===== config.mk =====
export PLATFORM = sky130hd
export DESIGN_NAME = pipe_ctrl_n_flat
export DESIGN_NICKNAME = d
export VERILOG_FILES = /design/src/rtl/pipe_ctrl_n_pkg.sv /design/src/rtl/pipe_ctrl_n_if.sv /design/src/rtl/pipe_ctrl_n_perf_cnt.sv /design/src/rtl/pipe_ctrl_n.sv /design/src/flat_wrapper.sv
export SDC_FILE = /design/constraint.sdc
export NUM_CORES = 1
export LEC_CHECK = 0
export ABC_AREA = 0
export BUFFER_PORTS_ARGS = -buffer_cell sky130_fd_sc_hd__buf_4
export CORE_AREA = 4 4 41 43
export CTS_CLUSTER_DIAMETER = 120
export DETAILED_ROUTE_END_ITERATION = 7
export DIE_AREA = 0 0 45 47
export HOLD_SLACK_MARGIN = 0.02
export SYNTH_ARGS = -nofsm -noshare
export SYNTH_HDL_FRONTEND = slang
export SYNTH_SLANG_ARGS = --single-unit

===== constraint.sdc =====
create_clock -name clk -period 1.5 [get_ports clk]
set_input_delay 0.15 -clock clk [delete_from_list [all_inputs] [get_ports clk]]
set_output_delay 0.15 -clock clk [all_outputs]
set_load 0.005 [all_outputs]

===== src/rtl/pipe_ctrl_n_pkg.sv =====
// Shared types and stage index constants for the pipeline controller.
package pipe_ctrl_n_pkg;

  typedef enum logic [1:0] {
    DRN_IDLE,
    DRN_DRAIN,
    DRN_RELEASE
  } drain_state_e;

  localparam int unsigned STG_IF  = 0;
  localparam int unsigned STG_ID  = 1;
  localparam int unsigned STG_EXE = 2;
  localparam int unsigned STG_MEM = 3;
  localparam int unsigned STG_WB  = 4;

endpackage


===== src/rtl/pipe_ctrl_n_if.sv =====
// Handshake bundle between pipeline stages (master) and the controller (slave).
interface pipe_ctrl_n_if #(
  parameter int unsigned NSTAGE = 5
);
  logic              if_valid;
  logic [NSTAGE-1:0] stage_ready;
  logic [NSTAGE-1:0] redirect_req;
  logic              drain_req;
  logic [NSTAGE-1:0] stall;
  logic [NSTAGE-1:0] flush;
  logic [NSTAGE-1:0] valid;
  logic              drain_busy;

  modport master (
    output if_valid, stage_ready, redirect_req, drain_req,
    input  stall, flush, valid, drain_busy
  );

  modport slave (
    input  if_valid, stage_ready, redirect_req, drain_req,
    output stall, flush, valid, drain_busy
  );
endinterface


===== src/rtl/pipe_ctrl_n_perf_cnt.sv =====
// Wrapping event counter with enable, used for pipeline performance statistics.
module pipe_perf_cnt #(
  parameter int unsigned PERF_W = 32
) (
  input  logic              clk,
  input  logic              rst,
  input  logic              en,
  output logic [PERF_W-1:0] cnt
);
  always_ff @(posedge clk) begin
    if (rst)     cnt <= '0;
    else if (en) cnt <= cnt + PERF_W'(1);
  end
endmodule


===== src/rtl/pipe_ctrl_n.sv =====
// N-stage pipeline controller: occupancy, stall chain, oldest-wins flush, drain FSM.
// Optional performance counters enabled by defining PIPE_CTRL_PERF_EN.
module pipe_ctrl_n
  import pipe_ctrl_n_pkg::*;
#(
  parameter int unsigned NSTAGE      = 5,
  parameter int unsigned DRAIN_STAGE = STG_ID
`ifdef PIPE_CTRL_PERF_EN
  , parameter int unsigned PERF_W    = 32
`endif
) (
  input  logic              clk,
  input  logic              rst,
  pipe_ctrl_n_if.slave      bus
`ifdef PIPE_CTRL_PERF_EN
  , output logic [PERF_W-1:0] perf_cyc
  , output logic [PERF_W-1:0] perf_ret
  , output logic [PERF_W-1:0] perf_stl
  , output logic [PERF_W-1:0] perf_fls
`endif
);

  logic [NSTAGE-1:1] valid_q;
  logic [NSTAGE-1:0] occ, stall_raw, flush_raw, stall_c, flush_c;
  drain_state_e      state_q, state_n;
  logic              older_busy;

  assign occ        = {valid_q, bus.if_valid};
  assign older_busy = |valid_q[NSTAGE-1:DRAIN_STAGE+1];

  // Each stage carries its own stall / "older redirect" bit so the chains are
  // built from distinct signals rather than a vector feeding back on itself.
  for (genvar i = 0; i < NSTAGE; i++) begin : g_stg
    logic stl, held, older_stl, fl_above;
    if (i == NSTAGE - 1) begin : g_top
      assign older_stl = 1'b0;
      assign fl_above  = 1'b0;
    end else begin : g_mid
      assign older_stl = g_stg[i+1].stl;
      assign fl_above  = g_stg[i+1].fl_above | bus.redirect_req[i+1];
    end
    if (i == DRAIN_STAGE) begin : g_hold
      assign held = (state_q == DRN_DRAIN);
    end else begin : g_nohold
      assign held = 1'b0;
    end
    assign stl          = occ[i] & (~bus.stage_ready[i] | older_stl | held);
    assign stall_raw[i] = stl;
    assign flush_raw[i] = fl_above;
  end

  assign flush_c = rst ? '1 : flush_raw;
  assign stall_c = rst ? '0 : (stall_raw & ~flush_raw);

  always_ff @(posedge clk) begin
    if (rst) begin
      valid_q <= '0;
    end else begin
      for (int unsigned i = 1; i < NSTAGE; i++) begin
        if (flush_c[i])      valid_q[i] <= 1'b0;
        else if (!stall_c[i]) valid_q[i] <= occ[i-1] & bus.stage_ready[i-1]
                                          & ~stall_c[i-1] & ~flush_c[i-1];
      end
    end
  end

  always_ff @(posedge clk) begin
    if (rst) state_q <= DRN_IDLE;
    else     state_q <= state_n;
  end

  always_comb begin
    state_n = state_q;
    unique case (state_q)
      DRN_IDLE:
        if (bus.drain_req && occ[DRAIN_STAGE] && !flush_c[DRAIN_STAGE] && older_busy)
          state_n = DRN_DRAIN;
      DRN_DRAIN:
        if (flush_c[DRAIN_STAGE]) state_n = DRN_IDLE;
        else if (!older_busy)     state_n = DRN_RELEASE;
      DRN_RELEASE:
        state_n = DRN_IDLE;
      default:
        state_n = DRN_IDLE;
    endcase
  end

  assign bus.stall      = stall_c;
  assign bus.flush      = flush_c;
  assign bus.valid      = occ;
  assign bus.drain_busy = (state_q != DRN_IDLE);

`ifdef PIPE_CTRL_PERF_EN
  pipe_perf_cnt #(.PERF_W(PERF_W)) u_cyc (
    .clk(clk), .rst(rst), .en(1'b1), .cnt(perf_cyc));
  pipe_perf_cnt #(.PERF_W(PERF_W)) u_ret (
    .clk(clk), .rst(rst), .en(occ[NSTAGE-1] & bus.stage_ready[NSTAGE-1]), .cnt(perf_ret));
  pipe_perf_cnt #(.PERF_W(PERF_W)) u_stl (
    .clk(clk), .rst(rst), .en(stall_c[0]), .cnt(perf_stl));
  pipe_perf_cnt #(.PERF_W(PERF_W)) u_fls (
    .clk(clk), .rst(rst), .en(|bus.redirect_req), .cnt(perf_fls));
`endif

endmodule

===== src/flat_wrapper.sv =====
// flat-port wrapper written by rule: the top's interface ports become plain ports
module pipe_ctrl_n_flat import pipe_ctrl_n_pkg::*;
#(
  parameter int unsigned NSTAGE      = 5,
  parameter int unsigned DRAIN_STAGE = STG_ID

)
  (clk, rst, bus_if_valid, bus_stage_ready, bus_redirect_req, bus_drain_req, bus_stall, bus_flush, bus_valid, bus_drain_busy);
  pipe_ctrl_n_if #(.NSTAGE(NSTAGE)) bus_i ();
  input  logic clk;
  input  logic rst;
  input wire logic [$bits(bus_i.if_valid)-1:0] bus_if_valid;
  input wire logic [$bits(bus_i.stage_ready)-1:0] bus_stage_ready;
  input wire logic [$bits(bus_i.redirect_req)-1:0] bus_redirect_req;
  input wire logic [$bits(bus_i.drain_req)-1:0] bus_drain_req;
  output wire logic [$bits(bus_i.stall)-1:0] bus_stall;
  output wire logic [$bits(bus_i.flush)-1:0] bus_flush;
  output wire logic [$bits(bus_i.valid)-1:0] bus_valid;
  output wire logic [$bits(bus_i.drain_busy)-1:0] bus_drain_busy;
  assign bus_i.if_valid = bus_if_valid;
  assign bus_i.stage_ready = bus_stage_ready;
  assign bus_i.redirect_req = bus_redirect_req;
  assign bus_i.drain_req = bus_drain_req;
  assign bus_stall = bus_i.stall;
  assign bus_flush = bus_i.flush;
  assign bus_valid = bus_i.valid;
  assign bus_drain_busy = bus_i.drain_busy;
  pipe_ctrl_n #(.NSTAGE(NSTAGE), .DRAIN_STAGE(DRAIN_STAGE)) u_core (.clk(clk), .rst(rst), .bus(bus_i));
endmodule

Word level (Yosys, flattened, before mapping)
Cells that the tools add are included.
{ "totals": {"reg_bits": 6} }
{ "classes": {"n_eq_ne": 3, "muxes": 6, "n_bitwise": 40, "n_reduce_logical": 12} }
{ "ops": {"columns": ["operator", "n"], "rows": [
  ["AND 1 bit", 17],
  ["inverter 1 bit", 13],
  ["2-to-1 mux 5 bit", 2],
  ["bitwise OR 1 bit", 8],
  ["OR reduction 2 bit", 4],
  ["2-to-1 mux 2 bit", 3],
  ["AND 5 bit", 1],
  ["inverter 4 -> 5 bit", 1],
  ["one-hot mux 2 bit (2 select lines)", 1],
  ["logical AND 1 bit", 3],
  ["!= test 3 x 2 -> 1 bit, second input constant", 1],
  ["OR reduction 3 bit", 1],
  ["equality test 2 x 1 -> 1 bit, second input constant", 1],
  ["zero test 2 bit", 1],
  ["!= test 2 x 1 -> 1 bit, second input constant", 1],
  ["AND reduction 2 bit", 1],
  ["nonzero test 2 bit", 1],
  ["zero test 1 bit", 1]
]} }

Depth between registers and ports, before layout
{ "depth": {"ltp_word": 16, "depth_mapped": 4, "mapped_depth_nobuf": 4} }

Least setup slack after synthesis
No wires, ideal clock.
{ "synth_path": {"kind": "register -> output", "start": "reg u_core.valid_q[4] (netlist name)", "end": "out bus_stall[0]", "arrival_time_ns": 1.142, "required_ns": 1.350, "path_slack_ns": 0.208, "path_stages_with_launch": 4, "cell_sequence": "dfxtp_1 -> nand2b_4 -> a311o_4 -> a311oi_2"} }
{ "synth_between": {"elab_chain_cells": 12} }
{ "synth_lines": {"columns": ["item", "line_no", "source"], "rows": [
  ["start: declaration", "pipe_ctrl_n.sv:23", "logic [NSTAGE-1:1] valid_q;"],
  ["start signal: indexed assignment", "pipe_ctrl_n.sv:61", "else if (!stall_c[i]) valid_q[i] <= occ[i-1] & bus.stage_ready[i-1]"],
  ["AND 1 bit", "pipe_ctrl_n.sv:47", "assign stl = occ[i] & (~bus.stage_ready[i] | older_stl | held);"],
  ["bitwise OR 1 bit", "pipe_ctrl_n.sv:47", null],
  ["AND 1 bit", "pipe_ctrl_n.sv:47", null],
  ["bitwise OR 1 bit", "pipe_ctrl_n.sv:47", null],
  ["AND 1 bit", "pipe_ctrl_n.sv:47", null],
  ["bitwise OR 1 bit (2 in a row)", "pipe_ctrl_n.sv:47", null],
  ["AND 1 bit", "pipe_ctrl_n.sv:47", null],
  ["bitwise OR 1 bit", "pipe_ctrl_n.sv:47", null],
  ["AND 1 bit", "pipe_ctrl_n.sv:47", null],
  ["AND 5 bit", "pipe_ctrl_n.sv:53", "assign stall_c = rst ? '0 : (stall_raw & ~flush_raw);"],
  ["2-to-1 mux 5 bit", "pipe_ctrl_n.sv:53", null],
  ["end: declaration", "flat_wrapper.sv:16", "output wire logic [$bits(bus_i.stall)-1:0] bus_stall;"]
]} }
No other way between the ends.

Worst setup path after layout
{ "layout_path": {"start": "reg u_core.valid_q[2] (netlist name)", "end": "out bus_stall[0]"} }
{ "layout_between": {"elab_chain_cells": 8} }
{ "layout_lines": {"columns": ["item", "line_no"], "rows": [
  ["AND 1 bit", "pipe_ctrl_n.sv:47"],
  ["bitwise OR 1 bit (2 in a row)", "pipe_ctrl_n.sv:47"],
  ["AND 1 bit", "pipe_ctrl_n.sv:47"],
  ["bitwise OR 1 bit", "pipe_ctrl_n.sv:47"],
  ["AND 1 bit", "pipe_ctrl_n.sv:47"],
  ["AND 5 bit", "pipe_ctrl_n.sv:53"],
  ["2-to-1 mux 5 bit", "pipe_ctrl_n.sv:53"]
]} }
No other way between the ends.

==> impl_metrics.ini <==
[outcome]
status = finished, violations left
violations = setup timing

[setup_path]
crit_cells = 4
cpPeakStageDelay_ps = 400
crit_fanout = 3
path_buf_inv = 2
path_delay_family = compound AO/OA/AOI/OAI gates
end_kind = output port
rrSetupSlack_ps = 410
rr_startpoint = u_core.valid_q[2]
rr_endpoint = u_core.valid_q[1]
crit_path_top_delay_cell = a311o_4
cp.arrival_ps = 1360
critPathKind = flop to output port
r2r_cells = 4
crit_path_cell_trace = inv_2 -> a311o_4 -> a311oi_2 -> buf_4
setup.worst_path.start_class = flop
worstPathRequired_ps = 1350

[layout]
syn2layout_area_growth_pct = 78.7
drive_gt1_share_pct = 64.9
layout_common_cells = buf_4, nand2_1
n_antenna_cell = 0
final_nets = 93
final_common_cell = buf_4

[run]
max_cap_violations = 0

[sta]
slew_viol_final = 0
finalHoldViolCount = 0
fin_ws_ps = -13.9
rsz0062_at_grt = true
relSlewSlack_pct = 82.3
clock_skew_ps = 0.349
post-route-min-period_ps = 1510
setup_viol = 1
post-route-period-util_pct = 101
clock.fmax_ghz = 0.661
worst_hold_slack_ps = 170
worst_slew_pin_slew_ps = 263

[power]
combPwrFrac_pct = 17.0
p_switching_uw = 83.3
leakage_nw = 0.299
ir_drop_mv = 0.222
p_int_uw = 288
power_uw = 371
seq_power_share_pct = 43.2
switching_share_pct = 22.4
power_density_mw_per_mm2 = 551
pwr-share-clk_pct = 39.9

[drt]
wl_met3_microns = 89
drc_errors = 0
avgViaCountPerCell = 4.64
wl_per_cell_microns = 11.9
met2_length_microns = 535
first_pass_iters = 4
wirelength_microns = 1090
ant_nets = 0
vias = 427
wl_met1_microns = 441
dr.max_layer_used = met4
drt-initial-drc-count = 2

[placed_design]
io_buffers = 28
dpl.hpwl_microns = 901
place.gp.congestion = 0.667

[die]
die_area_sq_mm = 0.00212
start_util_pct = 28.9
die_w_microns = 45
core_sq_mm = 0.00130
die_h_microns = 47
rows = 13
ios = 30

[synthesis]
synth_cells = 43
synth.yosys.seq_area_share_pct = 31.9
ys_warn_count = 0
synth_area_sq_um = 377
yosys_register_bits = 6
syn_nets = 57
syn_area_per_cell_sq_um = 8.76
synthDistinctLibCells = 22

[cts]
cts_sinks = 6
cts_inserted_buffers = 3
cts_hold_repair.buffers = 0
clock_latency_ps = 240
clk_pin_slew_ps = 40
cts_max_path_buffers = 2
cts-root-buf = clkbuf_4
cts_tree = yes
htreeDepth = 1

[grt]
grt.total_usage_pct = 11.9
grt_max_degree = 7
globalRouteOverflowTotal = 0
grt_pass1_wl_microns = 1740
grt_pass1_vias = 428
antenna_found_initial = 0

[worst_hold_path]
worstHoldStart = rst
hp-class = input port to flop
worst_hold_path.endpoint = u_core.valid_q[4]
holdPathStages = 2
==> cell type report <==
class	instances	area [sq um]
Inverter	4	15.0
Fill cell	139	628
Multi-Input combinational cell	31	238
Sequential cell	6	124
Tap cell	15	18.8
Timing Repair Buffer	33	255
Clock buffer	3	22.5
==> power groups by stage <==
stage | registers [mW] | clock network [mW] | logic [mW]
6_report | 0.160 | 0.148 | 0.0629
5_1_grt | 0.160 | 0.159 | 0.0686
4_1_cts | 0.160 | 0.153 | 0.0626
3_5_place_dp | 0.163 | 0 | 0.0624
3_3_place_gp | 0.163 | 0 | 0.0619
2_1_floorplan | 0.163 | 0 | 0.0206
==> registers in the layout, indices dropped and copies added, names as in the netlist <==
name,flops
u_core.state_q,2
u_core.valid_q,4
==> per-layer routing <==
metal	track usage, %	up-vias
met5	0	-
met4	8.77	0
met3	4.60	2
met2	19.8	19
met1	12.1	190
li1	-	216
==> kinds of logic (layout without fill, tap and decap cells) <==
logic type / count (synthesis) / count (layout) / share of synthesized area, %
buffers and inverters: 6 / 40 / 7.97
AO/OA/AOI/OAI: 9 / 9 / 23.3
flip-flops: 6 / 6 / 31.9
AND/OR/NAND/NOR: 22 / 22 / 36.9
==> Yosys cell counts <==
cell      instances  share of area [%]
a21oi_1           3                4.0
o21bai_1          1                2.0
a21boi_1          1                2.0
nor4_1            1                1.7
inv_2             1                1.0
o22ai_1           1                1.7
nand2b_4          1                3.7
a311o_4           1                5.3
or3_1             1                1.7
a311oi_2          1                4.0
nor4_4            1                5.6
inv_1             3                3.0
a21oi_4           1                4.3
nor2_1            4                4.0
nand2_1           5                5.0
nand2b_1          1                1.7
buf_4             2                4.0
nor3_1            2                2.7
or2_2             2                3.3
nor2b_1           1                1.7
dfxtp_1           6                 32
nand3b_1          3                6.0
==> worst max path at each step <==
stage / start / to / slack (ps)
2_1_floorplan: u_core.valid_q[4] / bus_stall[0] / 210
3_3_place_gp: u_core.valid_q[4] / bus_stall[0] / 70
3_5_place_dp: u_core.valid_q[4] / bus_stall[0] / 70
4_1_cts: u_core.valid_q[3] / bus_stall[0] / -8
5_1_grt: u_core.valid_q[2] / bus_stall[0] / -40
6_report: u_core.valid_q[2] / bus_stall[0] / -10
==> metrics by stage <==
stage	instance area (sq um)	cells	TNS, ps	setup WS (ps)	util [%]
after floorplan	377	43	0	208	-
after global placement	606	86	0	74.5	46.5
after detailed placement	606	86	0	67.5	46.5
after CTS	649	91	-8.01	-8.01	49.9
after global routing	673	92	-56.7	-43.8	51.7
final	673	92	-13.9	-13.9	51.7
==> repair_timing <==
action                                  CTS  global route
pin swaps                                 2             1
endpoints found under the setup margin    3             2
buffers inserted                          2             1
gates resized for setup                   4             5
Power figures use the tool's default switching activity.
